`config.mk`:
```
export PLATFORM = sky130hd
export DESIGN_NAME = led_strip_tx
export DESIGN_NICKNAME = d
export VERILOG_FILES = /design/src/rtl/led_strip_pkg.sv /design/src/rtl/led_rz_bit.sv /design/src/rtl/led_strip_tx.sv
export SDC_FILE = /design/constraint.sdc
export NUM_CORES = 2
export LEC_CHECK = 0
export CELL_PAD_IN_SITES_DETAIL_PLACEMENT = 1
export CELL_PAD_IN_SITES_GLOBAL_PLACEMENT = 1
export CORE_AREA = 2 2 571 573
export DETAILED_ROUTE_END_ITERATION = 10
export DIE_AREA = 0 0 573 575
export MAX_ROUTING_LAYER = met4
export PLACE_DENSITY = 0.5
export REMOVE_ABC_BUFFERS = 1
export SLEW_MARGIN = 20
export SYNTH_ARGS = -nofsm -noshare
export SYNTH_HDL_FRONTEND = slang
export SYNTH_SLANG_ARGS = --single-unit
```
`constraint.sdc`:
```
create_clock -name clk -period 14.1 [get_ports clk]
set_input_delay 1.41 -clock clk [delete_from_list [all_inputs] [get_ports clk]]
set_output_delay 1.41 -clock clk [all_outputs]
set_load 0.05 [all_outputs]
```
`src/rtl/led_strip_pkg.sv`:
```
// Shared constants for the LED strip transmitter: colour-order encodings,
// 74.25 MHz default timing, FSM state type and the brightness scaling helper.
package led_strip_pkg;

    localparam int ORDER_GRB = 0;
    localparam int ORDER_RGB = 1;

    localparam int DEF_N_LEDS   = 60;
    localparam int DEF_TBIT_CYC = 93;
    localparam int DEF_T0H_CYC  = 26;
    localparam int DEF_T1H_CYC  = 52;
    localparam int DEF_TRST_CYC = 22275;

    typedef enum logic [1:0] {
        IDLE = 2'd0,
        SEND = 2'd1,
        GAP  = 2'd2
    } state_t;

    // (c * (b + 1)) >> 8: b = 255 passes c through, b = 0 maps 255 to 0
    function automatic logic [7:0] scale_byte(input logic [7:0] c, input logic [7:0] b);
        logic [15:0] p;
        p = {8'd0, c} * ({8'd0, b} + 16'd1);
        return p[15:8];
    endfunction

endpackage

```
`src/rtl/led_rz_bit.sv`:
```
// Return-to-zero bit timer: a down-counter spanning one bit period, with the
// high/low split chosen by the current bit value and a strobe on the last clock.
module led_rz_bit #(
    parameter int TBIT_CYC = 93,
    parameter int T0H_CYC  = 26,
    parameter int T1H_CYC  = 52
) (
    input  logic clk,
    input  logic rst,
    input  logic load,
    input  logic run,
    input  logic bit_val,
    output logic dout,
    output logic bit_done
);

    localparam int CW = (TBIT_CYC > 1) ? $clog2(TBIT_CYC) : 1;
    localparam logic [CW-1:0] CNT_MAX = CW'(TBIT_CYC - 1);
    localparam logic [CW-1:0] T0_TH   = CW'(TBIT_CYC - 1 - T0H_CYC);
    localparam logic [CW-1:0] T1_TH   = CW'(TBIT_CYC - 1 - T1H_CYC);

    logic [CW-1:0] cnt;

    always_ff @(posedge clk) begin
        if (rst) begin
            cnt <= '0;
        end else if (load) begin
            cnt <= CNT_MAX;
        end else if (run) begin
            cnt <= (cnt == '0) ? CNT_MAX : cnt - 1'b1;
        end else begin
            cnt <= '0;
        end
    end

    // high for the first T0H/T1H clocks of the period, counted down from CNT_MAX
    assign dout     = run && (cnt > (bit_val ? T1_TH : T0_TH));
    assign bit_done = run && (cnt == '0);

endmodule

```
`src/rtl/led_strip_tx.sv`:
```
// Frame-level WS281x-style transmitter: latches the framebuffer on start, shifts
// each LED word MSB first through led_rz_bit, then holds the latch gap.
// Optional global brightness scaling is enabled by defining LED_STRIP_BRIGHTNESS_EN.
//
// state | meaning
// IDLE  | waiting for start; dout low
// SEND  | serialising LED words back to back
// GAP   | dout low for TRST_CYC clocks; done on the last one
module led_strip_tx
    import led_strip_pkg::*;
#(
    parameter int N_LEDS   = DEF_N_LEDS,
    parameter int TBIT_CYC = DEF_TBIT_CYC,
    parameter int T0H_CYC  = DEF_T0H_CYC,
    parameter int T1H_CYC  = DEF_T1H_CYC,
    parameter int TRST_CYC = DEF_TRST_CYC,
    parameter int ORDER    = ORDER_GRB
) (
    input  logic                  clk,
    input  logic                  rst,
    input  logic                  start,
    input  logic [24*N_LEDS-1:0]  framebuffer,
`ifdef LED_STRIP_BRIGHTNESS_EN
    input  logic [7:0]            brightness,
`endif
    output logic                  busy,
    output logic                  done,
    output logic                  dout
);

    localparam int FBW = 24 * N_LEDS;
    localparam int IW  = (FBW > 1) ? $clog2(FBW) : 1;
    localparam int GW  = (TRST_CYC > 1) ? $clog2(TRST_CYC) : 1;
    localparam logic [7:0]    LAST_LED = 8'(N_LEDS - 1);
    localparam logic [GW-1:0] GAP_MAX  = GW'(TRST_CYC - 1);

    state_t state, state_n;

    logic [FBW-1:0] fb_q;
    logic [23:0]    shift;
    logic [4:0]     bit_cnt;
    logic [7:0]     led_idx;
    logic [GW-1:0]  gap_cnt;

    logic           accept, bit_done, last_bit;
    logic [7:0]     nidx;
    logic [IW-1:0]  nbase;
    logic [23:0]    next_raw, first_rgb, next_rgb;

    function automatic logic [23:0] reorder(input logic [23:0] rgb);
        return (ORDER == ORDER_RGB) ? rgb : {rgb[15:8], rgb[23:16], rgb[7:0]};
    endfunction

    assign accept   = (state == IDLE) && start;
    assign last_bit = bit_done && (bit_cnt == 5'd0) && (led_idx == LAST_LED);

    // next word is fetched from the latched copy while the current one shifts
    assign nidx     = (led_idx == LAST_LED) ? 8'd0 : led_idx + 8'd1;
    assign nbase    = IW'(32'(nidx) * 32'd24);
    assign next_raw = fb_q[nbase +: 24];

`ifdef LED_STRIP_BRIGHTNESS_EN
    logic [7:0] br_q;

    function automatic logic [23:0] scale_rgb(input logic [23:0] rgb, input logic [7:0] b);
        return {scale_byte(rgb[23:16], b), scale_byte(rgb[15:8], b), scale_byte(rgb[7:0], b)};
    endfunction

    assign first_rgb = scale_rgb(framebuffer[23:0], brightness);
    assign next_rgb  = scale_rgb(next_raw, br_q);

    always_ff @(posedge clk) begin
        if (rst)         br_q <= '0;
        else if (accept) br_q <= brightness;
    end
`else
    assign first_rgb = framebuffer[23:0];
    assign next_rgb  = next_raw;
`endif

    always_comb begin
        state_n = state;
        case (state)
            IDLE:    if (start)              state_n = SEND;
            SEND:    if (last_bit)           state_n = GAP;
            GAP:     if (gap_cnt == '0)      state_n = IDLE;
            default:                         state_n = IDLE;
        endcase
    end

    always_ff @(posedge clk) begin
        if (rst) begin
            state   <= IDLE;
            fb_q    <= '0;
            shift   <= '0;
            bit_cnt <= '0;
            led_idx <= '0;
            gap_cnt <= '0;
        end else begin
            state <= state_n;
            if (accept) begin
                fb_q    <= framebuffer;
                shift   <= reorder(first_rgb);
                bit_cnt <= 5'd23;
                led_idx <= 8'd0;
            end else if (bit_done) begin
                if (bit_cnt == 5'd0) begin
                    bit_cnt <= 5'd23;
                    shift   <= last_bit ? 24'd0 : reorder(next_rgb);
                    led_idx <= nidx;
                end else begin
                    bit_cnt <= bit_cnt - 5'd1;
                    shift   <= {shift[22:0], 1'b0};
                end
            end
            if (last_bit)
                gap_cnt <= GAP_MAX;
            else if (state == GAP && gap_cnt != '0)
                gap_cnt <= gap_cnt - 1'b1;
        end
    end

    led_rz_bit #(
        .TBIT_CYC (TBIT_CYC),
        .T0H_CYC  (T0H_CYC),
        .T1H_CYC  (T1H_CYC)
    ) u_rz_bit (
        .clk      (clk),
        .rst      (rst),
        .load     (accept),
        .run      (state == SEND),
        .bit_val  (shift[23]),
        .dout     (dout),
        .bit_done (bit_done)
    );

    assign busy = (state != IDLE);
    assign done = (state == GAP) && (gap_cnt == '0);

endmodule

```
### Yosys cells after proc, flatten, opt, wreduce, memory -nomap -nowiden

Cells that the tools add are included.

* bitwise gates (word level): 1
* reduce and logical (&&, ||, !) cells: 20
* muxes and demuxes: 18
* $mul: 1
* equal/unequal tests: 6
* divide/modulo/power cells: 0
* add/subtract/negate cells: 4
* magnitude comparators: 1
* shift operators: 1

Operator list (number)
* 1440-bit by 12-bit variable part select with 24-bit output: 1
* 24-bit two-way mux: 4
* 15-bit two-way mux: 2
* 7-bit two-way mux: 4
* 15-bit logical NOT: 1
* 5-bit two-way mux: 3
* 15-bit nonzero test: 1
* 15-bit by 1-bit subtractor with 15-bit output (second input constant): 1
* 8-bit by 1-bit adder with 8-bit output (second input constant): 1
* 8-bit by 6-bit equality test with 1-bit output (second input constant): 1
* 8-bit by 2-bit multiplier with 8-bit output (second input constant): 1
* 8-bit two-way mux: 1
* 7-bit > comparator: 1
* 1-bit logical AND: 7
* 7-bit logical NOT: 1
* 7-bit by 1-bit subtractor with 7-bit output (second input constant): 1
* 2-bit two-way mux: 3
* 2-bit != test (second input constant): 3
* 2-bit one-hot mux with 3 select lines: 1
* 2-bit nonzero test: 3
* 5-bit logical NOT: 1
* 5-bit by 1-bit subtractor with 5-bit output (second input constant): 1
* 2-bit OR reduction: 2
* 4-bit OR reduction: 1
* 6 further kinds: 6

* memory bits (read-only): 0
* bits in latches: 0
* word-level logic and storage cells: 62
* input port bits: 1443
* bits in writable memories: 0
* bits in registers: 1501
* memories: 0
* output and inout bits: 3

### Longest topological paths before layout

* word-level depth: 8
* depth in mapped cells: 26

### Modules after synthesis

From an unflattened synthesis, not the netlist that was laid out.

* cells, all modules: 11150
* area total of the unflattened synthesis: 86259.0 µm²

By module, submodules not included
* led_strip_tx: cells each 11100, instances 1, area each 85809.8 µm²
* led_rz_bit: cells each 50, instances 1, area each 449.2 µm²

### Worst setup path before layout

OpenSTA, ideal clock, no wires.

* path type: reg2reg
* from: register led_idx[0]
* to: register shift[13]
* path slack: 8250 ps
* required time: 14013 ps
* period minus slack after synthesis: 5850 ps
* library setup time: 87 ps
* cell stages (with the launch flop): 25
* path buffers: 12
* data arrival time: 5763 ps
* path through: dfxtp_1 clkbuf_1 clkinv_1 ha_1 clkinv_1 buf_4 buf_6 buf_2 buf_4 buf_4 buf_4 buf_2 buf_2 ha_1 a211o_1 a21o_1 nand2_1 clkbuf_1 clkbuf_1 clkbuf_1 o2111ai_1 o21ai_0 nor2_1 a211o_1 o31ai_1

* longest elaborated chain between the ends: 8
* elaborated cells between the ends (all ways): 10

Ends and longest elaborated chain
* from (decl): RTL line led_strip_tx.sv:42 `logic [7:0] led_idx;`
* from (signal assigned): RTL line led_strip_tx.sv:110 `led_idx <= nidx;`
* 8-bit by 1-bit adder with 8-bit output / 8-bit by 6-bit equality test with 1-bit output (equally long branches): RTL line led_strip_tx.sv:58 `assign nidx = (led_idx == LAST_LED) ? 8'd0 : led_idx + 8'd1;`
* 8-bit two-way mux *: RTL line led_strip_tx.sv:58
* via nidx[1]: RTL line led_strip_tx.sv:46 `logic [7:0] nidx;`
* 8-bit by 2-bit multiplier with 8-bit output *: RTL line led_strip_tx.sv:59 `assign nbase = IW'(32'(nidx) * 32'd24);`
* 1440-bit by 12-bit variable part select with 24-bit output *: RTL line led_strip_tx.sv:60 `assign next_raw = fb_q[nbase +: 24];`
* 24-bit two-way mux *: RTL line led_strip_tx.sv:109 `shift <= last_bit ? 24'd0 : reorder(next_rgb);`
* 24-bit two-way mux *: RTL line led_strip_tx.sv:107 `if (bit_cnt == 5'd0) begin`
* 24-bit two-way mux *: RTL line led_strip_tx.sv:106 `end else if (bit_done) begin`
* 24-bit two-way mux *: RTL line led_strip_tx.sv:101 `if (accept) begin`
* to (signal assigned): RTL line led_strip_tx.sv:103 `shift <= reorder(first_rgb);`
* to (signal assigned): RTL line led_strip_tx.sv:109
* to (signal assigned): RTL line led_strip_tx.sv:113 `shift <= {shift[22:0], 1'b0};`
* to (decl): RTL line led_strip_tx.sv:40 `logic [23:0] shift;`

Mark *: on every way through the listed nets, which the timed path passes. The rest lies on a longest branch. The select of a mux whose other input is x is not followed.
A chain may end at the register's enable or synchronous reset.

### Worst setup path in the final report

* from: register led_idx[0]
* to: register shift[3]

Same word-level chain as after synthesis.

==> reports/qor.yml <==
die:
  io_pins: 1446
  core_um2: 323000
  start_util_pct: 24.8
  die_h_um: 575
  fp-row-count: 209
  dieArea_um2: 329000
  die_w_um: 573
clock_network:
  ctsHoldBuffers: 0
  cts_resized: 0
  htreeDepth: 4
  cts-root-buf: "clkbuf_16"
  cts_max_path_buffers: 4
  cts_buffers: 193
  clock_latency_ns: 0.90
  cts_setup_buffers: 0
  clkTransAtPathRegs_ns: 0.06
  clkSinkCount: 1501
  tritoncts: "yes"
layout:
  area_growth_pct: 31.6
  drive_gt1_share_pct: 14.6
  n_fill_cell: 35800
  nets: 10300
  post-route-util_pct: 32.7
logic_synthesis:
  synth_top_area_share_pct: 37.5
  synth_most_common_cell: "dfxtp_1"
  synth_seq_cells: 1501
  ys_types: 78
  synth-edff-count: 0
  synth.area.top_cells: "dfxtp_1, mux4_2, a22o_1"
  synth.cell_area_um2: 80200
  yosysWarnings: 0
  synthCells: 7822
  synth-async-reset-ratio_pct: 0
  yosysSeqAreaShare_pct: 37.5
  ys_top_cells_by_count: "dfxtp_1, a22o_1, nand2_1"
  yosys_most_used_dff: "dfxtp_1"
  synth_top_cell_by_area: "dfxtp_1"
  syn_avg_cell_area_um2: 10.3
sta:
  skew_ns: 0.0494
  post-route-period-util_pct: 56.3
  fmax_mhz: 126
  setup_violations: 0
  slew_viol_final: 0
  period_needed_ns: 7.93
  relSlewSlack_pct: 18.3
  tightest_slew_ns: 1.23
  rsz0062_at_grt: "no"
  tns_ns: 0
  setup_slack_ns: 6.17
  holdWs_ns: 0.464
  hold_viol: 0
worst_setup_path:
  cp-start-kind: "flop"
  cp_data_required_time_ns: 14.82
  cpMaxStageDelayCell: "o221ai_1"
  max_stage_delay_ns: 0.95
  crit_fanout: 89
  cp.arrival_ns: 8.65
  critPathKind: "flop to flop"
  cp-end-kind: "flop"
  crit_chain: "ha_1 > nand4_1 > nor2_1 > nor2_1 > ha_1 > xnor2_2 > buf_12 > buf_4 > buf_4 > nand2_2 > a21oi_1 > a22oi_1 > o211ai_1 > a21boi_0 > o221ai_1 > nand3b_1"
power:
  p_int_w: 0.00854
  power_leakage_nw: 37.6
  comb_power_share_pct: 16.2
  p_per_area_nw_per_um2: 116
  pwr-share-clk_pct: 43.3
  seqPwrFrac_pct: 40.5
  p_sw_w: 0.00367
  swShare_pct: 30.0
  worst_ir_drop_vdd_uv: 86.2
global_routing:
  antenna_found_initial: 153
  grt.total_usage_pct: 34.3
  grt_pass1_vias: 80300
  grt_max_degree: 181
  overflow: 0
  grt_pass1_wl_um: 758000
placed_design:
  port_buffers: 1445
  dpl.hpwl_um: 428000
  place_ws_ns: 6.53
  gp_congestion: 0.950
worst_hold_path:
  min_path_type: "flop to flop"
status:
  status: "finished clean"
job:
  cap_violations: 0
drt:
  vias: 81800
  postRouteAntennaNets: 0
  drc: 0
  first_pass_iters: 5
  drt-total-wl_um: 572000
  wl_per_cell_um: 42.7
  vias_per_cell: 6.11
  drt_iter0_markers: 10200
## registers in the layout, summed over array words and instances, names as in the netlist
signal / flops
shift: 24
state: 2
fb_q: 1440
led_idx: 8
gap_cnt: 15
bit_cnt: 5
u_rz_bit.cnt: 7
## layer usage
metal  routed length, um  track usage [%]
met3               45300             6.88
met2              256000             51.8
met5                   0                -
met4               28500             15.2
met1              242000             44.4
## stage by stage
step | total power [W] | instances | area, um2
global route | 0.0125 | 13400 | 105000
floorplan | 0.00635 | 7005 | 76700
global placement | 0.00695 | 12900 | 98600
detailed placement | 0.00696 | 12900 | 98700
CTS | 0.0123 | 13300 | 105000
finish | 0.0122 | 13400 | 106000
## final cells by class
class | count | area (um2) | share of cell area [%]
inverters | 20 | 90.1 | 0.0854
clock inverters | 88 | 1080 | 1.02
repair buffers | 1608 | 15900 | 15.0
diodes | 93 | 233 | 0.220
flip-flops and latches | 1501 | 30000 | 28.5
clock buffers | 267 | 5550 | 5.26
well taps | 4325 | 5410 | 5.13
multi-input cells | 5484 | 47300 | 44.8
## path summary, 6_finish.rpt
path | from | endpoint | slack [ns] | cells past startpoint
setup / recovery | led_idx[0] | shift[3] | 6.17 | 16
hold / removal | fb_q[0] | fb_q[0] | 0.46 | 2
setup reg to reg | led_idx[0] | shift[3] | 6.17 | 16
hold reg to reg | fb_q[0] | fb_q[0] | 0.46 | 2
## kinds of logic (layout without fill, tap and decap cells)
| group | after synthesis | after routing | share of synthesized area (%) |
|---|---|---|---|
| other cells | 0 | 93 | 0 |
| mux | 853 | 853 | 21.4 |
| xor+xnor | 30 | 30 | 0.345 |
| compound gates | 2718 | 2718 | 26.1 |
| simple gates | 1868 | 1868 | 10.0 |
| buf+inv | 837 | 1983 | 4.50 |
| flops | 1501 | 1501 | 37.5 |
| fa+ha+maj | 15 | 15 | 0.243 |
## critical path: cells and delay by family (launching register included)
family	cells	cell delay, ns
compound gates	5	1.63
xor+xnor	1	0.31
fa+ha+maj	2	0.80
buf+inv	3	1.77
flops	1	0.56
simple gates	5	2.20
## power by group through the flow
stage                     sequential [W]  combinational (W)  clock (W)
final                            0.00494            0.00198    0.00528
after global routing             0.00496            0.00205    0.00553
after CTS                        0.00492            0.00196    0.00537
after detailed placement         0.00501            0.00195          0
after global placement           0.00501            0.00195          0
after floorplan                  0.00477            0.00158          0
## cell usage in the layout (no fill, tap or decap), drive strengths merged, types with 16 or more instances in the layout
master	count
a2111oi	19
a211oi	34
a21oi	433
a221o	21
a221oi	50
a22o	1426
a22oi	67
a31oi	97
a32oi	38
and3	32
buf	164
bufinv	18
clkbuf	267
clkdlybuf4s50	1444
clkinv	48
dfxtp	1501
diode	93
inv	31
mux2i	157
mux4	689
nand2	1033
nand3	271
nand4	67
nor2	285
nor3	68
nor4	28
o2111ai	48
o211ai	37
o21ai	177
o221ai	21
o22ai	94
o31ai	19
or3	28
or4	16
Note: power is estimated with default switching activity, not from simulation.
